File: config.mk
export PLATFORM = sky130hd
export DESIGN_NAME = key_seq_ctrl_flat
export DESIGN_NICKNAME = d
export VERILOG_FILES = /design/src/rtl/key_seq_pkg.sv /design/src/rtl/key_seq_ctrl_if.sv /design/src/rtl/key_bus_cycle.sv /design/src/rtl/key_seq_ctrl.sv /design/src/flat_wrapper.sv
export SDC_FILE = /design/constraint.sdc
export NUM_CORES = 1
export LEC_CHECK = 0
export BUFFER_PORTS_ARGS = -buffer_cell sky130_fd_sc_hd__buf_2
export CAP_MARGIN = 20
export CORE_MARGIN = 3
export CORE_UTILIZATION = 55
export CTS_BUF_LIST = sky130_fd_sc_hd__clkbuf_16
export CTS_CLUSTER_DIAMETER = 40
export DETAILED_ROUTE_END_ITERATION = 7
export GPL_TIMING_DRIVEN = 0
export HOLD_SLACK_MARGIN = 0.1
export PLACE_DENSITY = 0.86
export SLEW_MARGIN = 20
export SYNTH_ARGS = -nofsm -noshare
export SYNTH_HDL_FRONTEND = slang
export SYNTH_HIERARCHICAL = 1
export SYNTH_SLANG_ARGS = --single-unit
File: constraint.sdc
create_clock -name clk -period 3 [get_ports clk]
set_input_delay 0.6 -clock clk [delete_from_list [all_inputs] [get_ports clk]]
set_output_delay 0.6 -clock clk [all_outputs]
set_load 0.02 [all_outputs]
File: src/rtl/key_seq_pkg.sv
// Shared definitions for the serial-key sequencer.
//   - Address window constants (BA13/BA12) and the number of unlock reads.
//   - Sequencer state and bus-phase encodings, kept as plain localparam
//     constants so they map one-to-one onto legacy state registers.
//   - build_ba(): forms the 14-bit bus address for a BA7..BA4 nibble.
package key_seq_pkg;

    localparam logic KEY_BA13         = 1'b0;
    localparam logic KEY_BA12         = 1'b1;
    localparam int   KEY_UNLOCK_READS = 4;
    localparam int   KEY_BA_W         = 14;

    // Sequencer states (key_seq_ctrl). ST_READ covers the ADDR and STB
    // phases of unlock and data reads; the phases themselves live in
    // key_bus_cycle. ST_PAR is the parity read (parity builds only).
    typedef logic [2:0] seq_state_t;
    localparam seq_state_t ST_IDLE = 3'd0;
    localparam seq_state_t ST_REQ  = 3'd1;
    localparam seq_state_t ST_READ = 3'd2;
    localparam seq_state_t ST_PAR  = 3'd3;
    localparam seq_state_t ST_DONE = 3'd4;

    // Single-read phases (key_bus_cycle).
    typedef logic [1:0] bus_phase_t;
    localparam bus_phase_t PH_IDLE = 2'd0;
    localparam bus_phase_t PH_ADDR = 2'd1;
    localparam bus_phase_t PH_STB  = 2'd2;

    // ba[13:12] select the key window, ba[7:4] carry the nibble, rest 0.
    function automatic logic [KEY_BA_W-1:0] build_ba(input logic [3:0] nib);
        return {KEY_BA13, KEY_BA12, 4'b0000, nib, 4'b0000};
    endfunction

endpackage

File: src/rtl/key_seq_ctrl_if.sv
// Local-bus side of the key sequencer.
//   bus_req  master->arbiter  bus request
//   bus_gnt  arbiter->master  bus grant
//   ba       master->decoder  14-bit bus address
//   br_w     master->decoder  read/write line (always read)
//   sser_n   master->decoder  key select, active low
//   sdrd     decoder->master  serial data bit
interface key_seq_ctrl_if;
    import key_seq_pkg::*;

    logic                bus_req;
    logic                bus_gnt;
    logic [KEY_BA_W-1:0] ba;
    logic                br_w;
    logic                sser_n;
    logic                sdrd;

    modport master (output bus_req, ba, br_w, sser_n, input bus_gnt, sdrd);
    modport slave  (input bus_req, ba, br_w, sser_n, output bus_gnt, sdrd);

endinterface

File: src/rtl/key_bus_cycle.sv
// Single-read engine: one ADDR cycle (ba driven, sser_n high) followed by
// WAIT_CYC STB cycles (sser_n low, ba held).
//   launch  start a read at nibble nib (may coincide with fin so reads run
//           back to back with one ADDR cycle in between)
//   fin     combinational: this edge is the final STB edge, sample sdrd now
//   abort   combinational: grant lost in ADDR/STB, the read is dropped
//   ba, sser_n are registered.
module key_bus_cycle
    import key_seq_pkg::*;
#(
    parameter int WAIT_CYC = 2
) (
    input  logic                clk,
    input  logic                rst_n,
    input  logic                launch,
    input  logic [3:0]          nib,
    input  logic                bus_gnt,
    output logic [KEY_BA_W-1:0] ba,
    output logic                sser_n,
    output logic                fin,
    output logic                abort
);

    localparam logic [2:0] WAIT_LAST = 3'(WAIT_CYC - 1);

    bus_phase_t          phase_q, phase_d;
    logic [2:0]          wcnt_q, wcnt_d;
    logic [KEY_BA_W-1:0] ba_q, ba_d;
    logic                sser_n_q, sser_n_d;

    // NOTE: every signal written here gets a default first, so no path
    // through the case can leave one unassigned and infer a latch.
    always_comb begin
        phase_d  = phase_q;
        wcnt_d   = wcnt_q;
        ba_d     = ba_q;
        sser_n_d = sser_n_q;
        fin      = 1'b0;
        abort    = 1'b0;

        case (phase_q)
            PH_ADDR: begin
                if (!bus_gnt) begin
                    abort    = 1'b1;
                    phase_d  = PH_IDLE;
                    ba_d     = '0;
                end else begin
                    phase_d  = PH_STB;
                    sser_n_d = 1'b0;
                    wcnt_d   = '0;
                end
            end
            PH_STB: begin
                if (!bus_gnt) begin
                    abort    = 1'b1;
                    phase_d  = PH_IDLE;
                    sser_n_d = 1'b1;
                    ba_d     = '0;
                end else if (wcnt_q == WAIT_LAST) begin
                    fin      = 1'b1;
                    phase_d  = PH_IDLE;
                    sser_n_d = 1'b1;
                    ba_d     = '0;
                end else begin
                    wcnt_d   = wcnt_q + 3'd1;
                end
            end
            default: ;
        endcase

        // A launch overrides the idle return so the next ADDR follows the
        // final STB cycle directly.
        if (launch) begin
            phase_d  = PH_ADDR;
            ba_d     = build_ba(nib);
            sser_n_d = 1'b1;
        end
    end

    // NOTE: sequential state takes non-blocking assignments only; all next
    // values were settled in the always_comb above.
    always_ff @(posedge clk or negedge rst_n) begin
        if (!rst_n) begin
            phase_q  <= PH_IDLE;
            wcnt_q   <= '0;
            ba_q     <= '0;
            sser_n_q <= 1'b1;
        end else begin
            phase_q  <= phase_d;
            wcnt_q   <= wcnt_d;
            ba_q     <= ba_d;
            sser_n_q <= sser_n_d;
        end
    end

    assign ba     = ba_q;
    assign sser_n = sser_n_q;

endmodule

File: src/rtl/key_seq_ctrl.sv
// Host-side sequencer for the serial-key decoder in the BA13=0/BA12=1
// window. On start it requests the bus, issues four unlock reads
// (unlock_seq nibbles, MSB nibble first) and NBITS data reads at data_nib,
// shifting each returned sdrd bit into result (first bit ends in the MSB).
// Ports: clk, rst_n (async, active low); host side start, unlock_seq,
// data_nib, busy, done (1-cycle pulse), err, result; bus side via the
// key_seq_ctrl_if master modport. All outputs are registered.
// Optional build macro KEY_SEQ_PARITY_EN: one extra read after the data
// reads whose bit must equal the XOR of result, else err is set.
module key_seq_ctrl
    import key_seq_pkg::*;
#(
    parameter int NBITS    = 16,
    parameter int WAIT_CYC = 2
) (
    input  logic                  clk,
    input  logic                  rst_n,
    input  logic                  start,
    input  logic [15:0]           unlock_seq,
    input  logic [3:0]            data_nib,
    key_seq_ctrl_if.master        bus,
    output logic                  busy,
    output logic                  done,
    output logic                  err,
    output logic [NBITS-1:0]      result
);

    localparam int CNT_W = 6;
    localparam logic [CNT_W-1:0] LAST_READ  = CNT_W'(KEY_UNLOCK_READS + NBITS - 1);
    localparam logic [CNT_W-1:0] FIRST_DATA = CNT_W'(KEY_UNLOCK_READS);

    seq_state_t       state_q, state_d;
    logic [CNT_W-1:0] cnt_q, cnt_d;
    logic [15:0]      unlock_q, unlock_d;
    logic [3:0]       nib_q, nib_d;
    logic [NBITS-1:0] result_q, result_d;
    logic             err_q, err_d;
    logic             done_q, done_d;
    logic             busy_q, busy_d;
    logic             bus_req_q, bus_req_d;

    logic                launch;
    logic [3:0]          launch_nib;
    logic                fin;
    logic                abort;
    logic [KEY_BA_W-1:0] ba_w;
    logic                sser_n_w;
    logic [15:0]         unlock_shift;

    // Unlock nibble for read cnt_q+1, moved into the top nibble.
    assign unlock_shift = unlock_q << {cnt_q[1:0] + 2'd1, 2'b00};

    key_bus_cycle #(.WAIT_CYC(WAIT_CYC)) u_cycle (
        .clk     (clk),
        .rst_n   (rst_n),
        .launch  (launch),
        .nib     (launch_nib),
        .bus_gnt (bus.bus_gnt),
        .ba      (ba_w),
        .sser_n  (sser_n_w),
        .fin     (fin),
        .abort   (abort)
    );

    always_comb begin
        state_d    = state_q;
        cnt_d      = cnt_q;
        unlock_d   = unlock_q;
        nib_d      = nib_q;
        result_d   = result_q;
        err_d      = err_q;
        done_d     = done_q;
        busy_d     = busy_q;
        bus_req_d  = bus_req_q;
        launch     = 1'b0;
        launch_nib = nib_q;

        case (state_q)
            ST_IDLE: begin
                if (start) begin
                    state_d   = ST_REQ;
                    busy_d    = 1'b1;
                    bus_req_d = 1'b1;
                    err_d     = 1'b0;
                    result_d  = '0;
                    cnt_d     = '0;
                    unlock_d  = unlock_seq;
                    nib_d     = data_nib;
                end
            end
            ST_REQ: begin
                if (bus.bus_gnt) begin
                    state_d    = ST_READ;
                    launch     = 1'b1;
                    launch_nib = unlock_q[15:12];
                end
            end
            ST_READ: begin
                if (abort) begin
                    state_d   = ST_DONE;
                    done_d    = 1'b1;
                    err_d     = 1'b1;
                    result_d  = '0;
                    bus_req_d = 1'b0;
                end else if (fin) begin
                    if (cnt_q >= FIRST_DATA) begin
                        result_d = (result_q << 1) | NBITS'(bus.sdrd);
                    end
                    if (cnt_q == LAST_READ) begin
`ifdef KEY_SEQ_PARITY_EN
                        state_d    = ST_PAR;
                        launch     = 1'b1;
                        launch_nib = nib_q;
`else
                        state_d    = ST_DONE;
                        done_d     = 1'b1;
                        bus_req_d  = 1'b0;
`endif
                    end else begin
                        cnt_d      = cnt_q + CNT_W'(1);
                        launch     = 1'b1;
                        launch_nib = (cnt_q < FIRST_DATA - CNT_W'(1)) ? unlock_shift[15:12] : nib_q;
                    end
                end
            end
`ifdef KEY_SEQ_PARITY_EN
            ST_PAR: begin
                if (abort) begin
                    state_d   = ST_DONE;
                    done_d    = 1'b1;
                    err_d     = 1'b1;
                    result_d  = '0;
                    bus_req_d = 1'b0;
                end else if (fin) begin
                    state_d   = ST_DONE;
                    done_d    = 1'b1;
                    bus_req_d = 1'b0;
                    err_d     = bus.sdrd ^ (^result_q);
                end
            end
`endif
            ST_DONE: begin
                state_d = ST_IDLE;
                done_d  = 1'b0;
                busy_d  = 1'b0;
            end
            default: state_d = ST_IDLE;
        endcase
    end

    // NOTE: the captured unlock/data nibbles are ordinary registers rather
    // than a memory, so they are reset with everything else.
    always_ff @(posedge clk or negedge rst_n) begin
        if (!rst_n) begin
            state_q   <= ST_IDLE;
            cnt_q     <= '0;
            unlock_q  <= '0;
            nib_q     <= '0;
            result_q  <= '0;
            err_q     <= 1'b0;
            done_q    <= 1'b0;
            busy_q    <= 1'b0;
            bus_req_q <= 1'b0;
        end else begin
            state_q   <= state_d;
            cnt_q     <= cnt_d;
            unlock_q  <= unlock_d;
            nib_q     <= nib_d;
            result_q  <= result_d;
            err_q     <= err_d;
            done_q    <= done_d;
            busy_q    <= busy_d;
            bus_req_q <= bus_req_d;
        end
    end

    assign bus.bus_req = bus_req_q;
    assign bus.ba      = ba_w;
    assign bus.br_w    = 1'b1;
    assign bus.sser_n  = sser_n_w;
    assign busy        = busy_q;
    assign done        = done_q;
    assign err         = err_q;
    assign result      = result_q;

endmodule
File: src/flat_wrapper.sv
// flat-port wrapper written by rule: the top's interface ports become plain ports
module key_seq_ctrl_flat import key_seq_pkg::*;
#(
    parameter int NBITS    = 16,
    parameter int WAIT_CYC = 2
)
  (clk, rst_n, start, unlock_seq, data_nib, busy, done, err, result, bus_bus_req, bus_ba, bus_br_w, bus_sser_n, bus_bus_gnt, bus_sdrd);
  key_seq_ctrl_if bus_i ();
  input  logic clk;
  input  logic rst_n;
  input  logic start;
  input  logic [15:0] unlock_seq;
  input  logic [3:0] data_nib;
  output logic busy;
  output logic done;
  output logic err;
  output logic [NBITS-1:0] result;
  output wire logic [$bits(bus_i.bus_req)-1:0] bus_bus_req;
  output wire logic [$bits(bus_i.ba)-1:0] bus_ba;
  output wire logic [$bits(bus_i.br_w)-1:0] bus_br_w;
  output wire logic [$bits(bus_i.sser_n)-1:0] bus_sser_n;
  input wire logic [$bits(bus_i.bus_gnt)-1:0] bus_bus_gnt;
  input wire logic [$bits(bus_i.sdrd)-1:0] bus_sdrd;
  assign bus_bus_req = bus_i.bus_req;
  assign bus_ba = bus_i.ba;
  assign bus_br_w = bus_i.br_w;
  assign bus_sser_n = bus_i.sser_n;
  assign bus_i.bus_gnt = bus_bus_gnt;
  assign bus_i.sdrd = bus_sdrd;
  key_seq_ctrl #(.NBITS(NBITS), .WAIT_CYC(WAIT_CYC)) u_core (.clk(clk), .rst_n(rst_n), .start(start), .unlock_seq(unlock_seq), .data_nib(data_nib), .bus(bus_i), .busy(busy), .done(done), .err(err), .result(result));
endmodule
==> metrics.csv <==
metric,value,unit
routing usage on met2,32.2,%
vias,2330,
CTS Buf Count,9,
Synth area leader,dfrtp_1,
Async SR Flop Fraction,100,%
P per Cell Area,930,mW/mm2
post-cts resize count,0,
die footprint,0.00636,mm2
Die Width,79.7,um
initial antenna violation count,0,
Post-synth EDFFs,0,
Routed WL per cell,14.3,um
synthesis-to-layout area growth,22.7,%
RSZ-0062 raised after global routing,no,
register bit count reported by yosys,60,
number of vias per cell,5.41,
Final Total Pwr,3.41,mW
area of the multi-input gates,0.00132,mm2
Static Leak,1.89,nW
Crit path top cell by count,nor2_1,
FF+latch area,0.00150,mm2
register-to-register setup slack,0.38,ns
grt peak-use layer,met2,
Worst-Skew Late Latency,0.32,ns
CTS Sinks,60,
synth unique cells,52,
"CP delay by family, top",simple AND/OR/NAND/NOR gates,
final period utilization,87.3,%
initial DRC count,163,
Final Hold Slack,0.342,ns
"commonest non-fill, non-tap cell in the layout",nand2_1,
Worst Path Required,3.19,ns
Final #Nets,388,
number of port buffers,50,
largest cells by area after synthesis,"dfrtp_1, nand2_1, mux2i_1",
GR Util met1,28.6,%
fmax,382,MHz
top_reg_cell synth,dfrtp_1,
"wirelength, routed",6.18,mm
Starting Density,57.8,%
Critical Path Start Type,register,
most frequent cells in the layout,"nand2_1, dfrtp_1, buf_2",
GP Congestion,0.817,
met3 global-route usage,6.66,%
max cap viols,0,
layout cell share with drive strength beyond 1,26.0,%
"Avg Cell Area, Syn",10.4,um2
vias in the first global route,2266,
largest net degree at the start of global routing,61,
Chip Height,79.7,um
worst path bufs/invs,2,
Final Hold Fails,0,
Yosys top cell area share,49.4,%
# hold bufs at CTS,0,
Total GRT Usage,21.6,%
Top Ports,61,
Slowest cell on crit path,nor4b_2,
post-synthesis cell count,287,
"Reg clk slew, reported paths",0.05,ns
TNS Setup,0,ns
fill count,364,
Longest Clk Path Bufs,2,
worst rel slew slack,50.2,%
# DRC,0,
CTS tree,built,
yosys warns,6,
row count,26,
grt ovf,0,
Period minus WS final,2.62,ns
Worst setup EP type,register,
first drt pass iteration count,4,
htree depth,3,
type of the tightest min-delay check,in -> async,
core footprint,0.00517,mm2
synthesized cell area,0.00299,mm2
WP data arrival,2.81,ns
fin cells,431,
post-DP HPWL,4.16,mm
ant diodes,0,
Placed Cells,415,
first-pass GRT wire length,10.5,mm
sequential fraction of the synthesis area,50.3,%
worst path cell trace,inv_1 -> ha_1 -> nor2_1 -> nor4b_2 -> o211ai_1 -> nand2_1 -> clkbuf_1 -> mux2i_1 -> nor2_1,
CP Max Fanout,9,
Slew @ Worst Pin,0.748,ns
"Slew Viols, Final",0,
crit path kind,reg -> reg,
CTS root buf,clkbuf_16,
antenna-violating nets left,0,
Clock Skew,0.00528,ns
Peak supply drop,0.517,mV
Worst path max stage delay,0.48,ns
status,completed,
Finish-stage setup viols,0,
postcts setup bufs,0,
## worst paths after layout
kind / start / to / cells past startpoint
max: u_core/u_cycle/phase_q[0] / u_core/u_cycle/ba[7] / 9
min: rst_n / u_core/u_cycle/wcnt_q[2] / 1
max reg2reg: u_core/u_cycle/phase_q[0] / u_core/u_cycle/ba[7] / 9
min reg2reg: u_core/unlock_q[1] / u_core/unlock_q[1] / 2
max in group asynchronous: rst_n / u_core/cnt_q[5] / 1
min in group clk: data_nib[2] / u_core/nib_q[2] / 3
## through the flow
step / area [um2] / utilization [%] / setup WS, ns
after floorplan: 3020 / - / 0.850
after global placement: 3360 / 64.9 / 0.427
after detailed placement: 3360 / 65.0 / 0.373
after CTS: 3670 / 70.9 / 0.405
after global routing: 3670 / 70.9 / 0.140
final: 3670 / 70.9 / 0.382
## power breakdown
part           switching, mW  total, mW  internal, mW  leakage (nW)
logic                  0.679       1.14         0.464         0.954
registers              0.161       1.21          1.05         0.778
clock network          0.342       1.06         0.715         0.155
## metal layers
layer / up-vias / routed length (um)
met2: 70 / 2930
met1: 1135 / 2770
met4: 0 / 105
met3: 13 / 377
met5: - / 0
li1: 1112 / -
## synth_stat cells, types with 3 or more instances
cell       n
nand2b_1   3
nor2_1    18
ha_1       7
dfrtp_1   59
clkbuf_1   8
mux4_2     4
mux2i_1   15
o21ai_0    3
buf_4     11
a221o_1    4
a22o_1    16
inv_1     12
nand2_1   74
a21oi_1    4
## area by class of cell
cell class / instances / area share [%]
plain buffers: 24 / 4.06
multi-input cells: 199 / 36.1
well taps: 70 / 2.39
clock inverters: 7 / 2.28
clock buffers: 9 / 6.14
inverters: 12 / 1.23
flip-flops and latches: 60 / 40.9
repair buffers: 50 / 6.89
## kinds of logic (layout without fill, tap and decap cells)
| kind of cell | count (synthesis) | count (layout) | synth area share, % |
|---|---|---|---|
| compound gates | 45 | 45 | 13.0 |
| fa+ha+maj | 7 | 7 | 2.93 |
| buf+inv | 36 | 102 | 6.49 |
| flops | 60 | 60 | 50.3 |
| mux | 21 | 21 | 8.79 |
| other cells | 2 | 10 | 0.251 |
| simple gates | 116 | 116 | 18.3 |
## sequential cells by signal (all words and copies together), names as in the netlist
| signal | flops |
|---|---|
| u_core/unlock_q | 16 |
| u_core/u_cycle/wcnt_q | 3 |
| u_core/u_cycle/phase_q | 2 |
| u_core/cnt_q | 6 |
| u_core/err | 1 |
| u_core/u_cycle/ba | 5 |
| u_core/nib_q | 4 |
| u_core/state_q | 3 |
| u_core/u_cycle/sser_n | 1 |
| u_core/done | 1 |
| u_core/bus.bus_req | 1 |
| u_core/result | 16 |
| u_core/busy | 1 |
No activity file was read; power rests on OpenSTA's default activity.
